`src/rtl/ps2_pkg.sv`:
```
// Shared PS/2 types and constants for the mouse receive/transmit path.
package ps2_pkg;

    typedef enum logic [1:0] {
        StIdle,
        StRxData,
        StRxParity,
        StRxStop
    } ps2_state_t;

    localparam logic [1:0] ERR_NONE   = 2'b00;
    localparam logic [1:0] ERR_PARITY = 2'b01;
    localparam logic [1:0] ERR_STOP   = 2'b10;

    localparam int unsigned DEFAULT_TIMEOUT_CYCLES = 50000;

    // Odd parity over data+parity is correct; a low stop bit is a framing error.
    function automatic logic [1:0] frame_error(input logic [7:0] data, input logic parity,
                                               input logic stop);
        logic [1:0] code;
        code = ERR_NONE;
        if (!(^{data, parity})) code = code | ERR_PARITY;
        if (!stop)              code = code | ERR_STOP;
        return code;
    endfunction

endpackage

```
`src/rtl/ps2_input_sync.sv`:
```
// Synchronises the PS/2 clock and data lines into the system clock domain and
// flags falling edges of the PS/2 clock.
module ps2_input_sync (
    input  logic clk,
    input  logic reset,
    input  logic ps2_clk,
    input  logic ps2_data,
    output logic fall,
    output logic data_sync
);

    logic clk_s1, clk_s2, clk_s3;
    logic data_s1, data_s2;

    // Reset to the idle-high level so no spurious edge follows reset.
    always_ff @(posedge clk) begin
        if (reset) begin
            clk_s1  <= 1'b1;
            clk_s2  <= 1'b1;
            clk_s3  <= 1'b1;
            data_s1 <= 1'b1;
            data_s2 <= 1'b1;
        end else begin
            clk_s1  <= ps2_clk;
            clk_s2  <= clk_s1;
            clk_s3  <= clk_s2;
            data_s1 <= ps2_data;
            data_s2 <= data_s1;
        end
    end

    assign fall      = clk_s3 & ~clk_s2;
    assign data_sync = data_s2;

endmodule

```
`src/rtl/ps2_byte_receiver.sv`:
```
// Receives one 11-bit PS/2 device-to-host frame and presents the byte with a
// one-cycle ready pulse and a parity/stop error code.
module ps2_byte_receiver
    import ps2_pkg::*;
#(
    parameter int unsigned TIMEOUT_CYCLES = DEFAULT_TIMEOUT_CYCLES
) (
    input  logic       CLK,
    input  logic       RESET,
    input  logic       CLK_MOUSE_IN,
    input  logic       DATA_MOUSE_IN,
    input  logic       READ_ENABLE,
    output logic [7:0] BYTE_READ,
    output logic [1:0] BYTE_ERROR_CODE,
    output logic       BYTE_READY
);

    localparam int unsigned TimeoutWidth = $clog2(TIMEOUT_CYCLES);
    localparam logic [TimeoutWidth-1:0] TimeoutLast = TimeoutWidth'(TIMEOUT_CYCLES - 1);

    logic                    fall;
    logic                    data_sync;
    ps2_state_t              state;
    logic [2:0]              bit_cnt;
    logic [7:0]              shift;
    logic                    parity;
    logic [TimeoutWidth-1:0] timeout_cnt;

    ps2_input_sync u_sync (
        .clk       (CLK),
        .reset     (RESET),
        .ps2_clk   (CLK_MOUSE_IN),
        .ps2_data  (DATA_MOUSE_IN),
        .fall      (fall),
        .data_sync (data_sync)
    );

    always_ff @(posedge CLK) begin
        if (RESET) begin
            state           <= StIdle;
            bit_cnt         <= '0;
            shift           <= '0;
            parity          <= 1'b0;
            timeout_cnt     <= '0;
            BYTE_READ       <= 8'h00;
            BYTE_ERROR_CODE <= ERR_NONE;
            BYTE_READY      <= 1'b0;
        end else begin
            BYTE_READY <= 1'b0;
            // A falling edge always takes priority over timeout expiry.
            if (fall) begin
                timeout_cnt <= '0;
                unique case (state)
                    StIdle: begin
                        if (READ_ENABLE && !data_sync) begin
                            state   <= StRxData;
                            bit_cnt <= '0;
                        end
                    end
                    StRxData: begin
                        shift[bit_cnt] <= data_sync;
                        bit_cnt        <= bit_cnt + 3'd1;
                        if (bit_cnt == 3'd7) state <= StRxParity;
                    end
                    StRxParity: begin
                        parity <= data_sync;
                        state  <= StRxStop;
                    end
                    StRxStop: begin
                        BYTE_READ       <= shift;
                        BYTE_ERROR_CODE <= frame_error(shift, parity, data_sync);
                        BYTE_READY      <= 1'b1;
                        state           <= StIdle;
                    end
                    default: state <= StIdle;
                endcase
            end else if (state != StIdle) begin
                if (timeout_cnt == TimeoutLast) begin
                    state       <= StIdle;
                    timeout_cnt <= '0;
                end else begin
                    timeout_cnt <= timeout_cnt + 1'b1;
                end
            end
        end
    end

endmodule

```
`config.mk`:
```
export PLATFORM = sky130hd
export DESIGN_NAME = ps2_byte_receiver
export DESIGN_NICKNAME = d
export VERILOG_FILES = /design/src/rtl/ps2_pkg.sv /design/src/rtl/ps2_input_sync.sv /design/src/rtl/ps2_byte_receiver.sv
export SDC_FILE = /design/constraint.sdc
export NUM_CORES = 1
export LEC_CHECK = 0
export BUFFER_PORTS_ARGS = -buffer_cell sky130_fd_sc_hd__buf_2
export CORE_MARGIN = 3
export CORE_UTILIZATION = 53
export DETAILED_ROUTE_END_ITERATION = 7
export PLACE_DENSITY = 0.75
export SYNTH_ARGS = -nofsm -noshare
export SYNTH_HDL_FRONTEND = slang
export SYNTH_HIERARCHICAL = 1
export SYNTH_SLANG_ARGS = --single-unit
```
`constraint.sdc`:
```
create_clock -name CLK -period 1.8 [get_ports CLK]
set_input_delay 0.36 -clock CLK [delete_from_list [all_inputs] [get_ports CLK]]
set_output_delay 0.36 -clock CLK [all_outputs]
set_load 0.03 [all_outputs]
```
==> impl_metrics.toml <==
[status]
status = "completed"

[drt]
routed_wl_um = 3850
drc = 0
postRouteAntennaNets = 0
wire_per_inst_um = 12.4
drtIter0Drc = 91
drt-pass1-iter-count = 4
vias = 1676
viasPerCell = 5.39

[clock_network]
cts.sinks = 46
cts.reportedPaths.clkPinSlew_ns = 0.08
cts_tree = "yes"
cts_root_buf = "clkbuf_8"
cts_buffer_depth = 2
clk_latency_ns = 0.29
numCtsBuffers = 5
cts_hold_buf = 0
postCtsSetupBuffers = 0
cts.htree.levels = 2

[synth]
ys_seq_elements = 46
synth-warning-count = 6
synth_top_flop_cell = "dfxtp_1"
synth.cell_area_um2 = 2060
synth_edf_count = 0
syn_area_per_cell_um2 = 8.79
synthDistinctLibCells = 39
ys_async_sr_fraction = 0
syn-num-nets = 248
ys_seq_area_frac = 0.446
netlist_instances = 235

[worst_setup_path]
end_kind = "flip-flop"
path_buf_inv = 1
cp_cell_sequence = "inv_2, ha_4, nand4b_4, or2_4, or4_1, a21oi_1"
critPathLaunchType = "flip-flop"
cp_slowest_stage_delay_ns = 0.50
crit_cells = 6
cp_max_fo = 7
reg2reg_depth = 6
worstPathRequired_ns = 2.03
path_class = "flip-flop to flip-flop"
cp_top_family = "simple AND/OR/NAND/NOR gates"
arrival_ns = 1.96
crit_slowest_cell = "or4_1"

[die]
dieArea_um2 = 4680
die_height_um = 68.4
ioPinCount = 16
initial_utilization = 0.556
coreArea_um2 = 3720
row_count = 22
die_x_um = 68.4

[timing]
setup_violations = 0
slew_headroom = 0.731
hold_violations = 0
max_freq_mhz = 578
tightest_slew_ns = 0.402
worst_slack_ns = 0.0700
maxSlewViolCount = 0
finClkSkew_ns = 0.00737
rsz0062_at_grt = "no"
finalCriticalPeriod_ns = 1.73
min_period_over_period = 0.961
hold_ws_ns = 0.241
tns_ns = 0

[finish]
syn2layout_area_growth_pct = 15.9
layout.nets = 275
antenna_cells = 0
fin_area_um2 = 2390
drive_gt1_frac = 0.186
finish.utilization = 0.644

[placement]
gp_congestion = 0.900
hpwl_um = 2870
preCtsSetupSlack_ns = 0.0445
portBuffers = 15
place_area_um2 = 2300

[grt]
grt_pass1_wl_um = 6490
antenna_found_initial = 0
grt_use_total = 0.182
grt_start_max_net_pins = 19
grt_pass1_vias = 1509
grt_remaining_overflow = 0

[power]
max-vdd-ir-drop_mv = 0.619
p_per_area_nw_per_um2 = 713
leakagePower_uw = 0.000907

[run]
maxCapViolCount = 0

[hold_path]
hp-class = "input pin to flip-flop"
holdPathStages = 2
-- kinds of logic after synthesis --
kind of cell               after synthesis  share of synthesized area
AOI/OAI and AO/OA                       41                      0.113
xor gates and xnor gates                18                     0.0830
adders and majority gates                8                     0.0485
buffers and inverters                   14                     0.0273
DFF                                     46                      0.446
muxes                                    3                     0.0145
and+or+nand+nor                        105                      0.268
-- cell usage after synthesis, types with 3 or more instances --
cell type | n | area [µm²]
ha_1 | 8 | 100
nor2_1 | 27 | 101
inv_1 | 4 | 15.0
o211ai_1 | 3 | 22.5
xor2_1 | 6 | 52.6
nor3_1 | 4 | 20.0
or2_1 | 5 | 31.3
nand2_1 | 33 | 124
dfxtp_1 | 46 | 921
nand2b_1 | 3 | 18.8
clkbuf_1 | 7 | 26.3
buf_2 | 3 | 15.0
o21ai_0 | 9 | 45.0
nand3_1 | 7 | 35.0
a21oi_1 | 22 | 110
mux2i_1 | 3 | 30.0
nor2b_1 | 3 | 18.8
xnor2_1 | 11 | 96.3
-- layout by cell type, fill, tap and decap left out, drive strengths merged, types with 3 or more instances in the layout --
cell and count:
ha 8, nand2 33, nand2b 3, buf 30
mux2i 3, nor3 4, o211ai 3, dfxtp 46
nor2b 3, a21oi 22, nand3 9, inv 4
nor2 27, clkbuf 7, or2 7, xor2 6
xnor2 11, o21ai 9
-- metrics by stage --
| stage | cells | power, µW |
|---|---|---|
| 2_1_floorplan | 235 | 1070 |
| 3_3_place_gp | 303 | 1090 |
| 3_5_place_dp | 303 | 1100 |
| 4_1_cts | 311 | 1730 |
| 5_1_grt | 311 | 1770 |
| 6_report | 311 | 1710 |
-- registers in the layout (all words and copies together) (netlist names) --
| signal | flops |
|---|---|
| BYTE_ERROR_CODE | 2 |
| shift | 8 |
| BYTE_READY | 1 |
| u_sync/clk_s1 | 1 |
| u_sync/clk_s3 | 1 |
| u_sync/clk_s2 | 1 |
| bit_cnt | 3 |
| u_sync/data_sync | 1 |
| timeout_cnt | 16 |
| u_sync/data_s1 | 1 |
| parity | 1 |
| BYTE_READ | 8 |
| state | 2 |
-- worst paths after layout --
check                      startpoint                            to  slack, ns
max             state[0]$_SDFFE_PP0P_  timeout_cnt[15]$_SDFFE_PP0P_       0.07
min                      CLK_MOUSE_IN      u_sync/clk_s1$_SDFF_PP1_       0.24
max reg2reg     state[0]$_SDFFE_PP0P_  timeout_cnt[15]$_SDFFE_PP0P_       0.07
min reg2reg  u_sync/clk_s1$_SDFF_PP1_      u_sync/clk_s2$_SDFF_PP1_       0.42
-- worst reg2reg max path: cells and delay by family (launching register included) --
family | cells | cell delay [ns]
AO/OA/AOI/OAI | 1 | 0.14
adder cells (fa/ha/maj) | 1 | 0.18
buffers and inverters | 1 | 0.06
AND/OR/NAND/NOR | 3 | 0.95
flip-flops | 1 | 0.35
-- where the power goes --
part	switching (µW)	internal (µW)	leakage (µW)	total, µW
Sequential	1.65	1020	0.000372	1020
Clock	326	310	0.0000482	636
Combinational	28.8	18.5	0.000487	47.3
Total	357	1350	0.000907	1710
-- repair_timing --
item	in CTS	in global routing
resized for setup	0	4
endpoints found under the hold margin	0	0
endpoints found under the setup margin	0	17
-- routing by layer --
layer  wire (µm)  track usage
met3         178       0.0509
met1        1840        0.234
met2        1780        0.293
met5           0            0
met4          56       0.0596
-- area by class of cell --
cell class / count / area [µm²]
well taps: 48 / 60.1
clock inverters: 1 / 5.00
fillers: 338 / 1320
repair buffers: 30 / 200
clock buffers: 7 / 86.3
multi-input cells: 175 / 1100
flip-flops and latches: 46 / 922
inverters: 4 / 15.0
No activity file was read; power rests on OpenSTA's default activity.
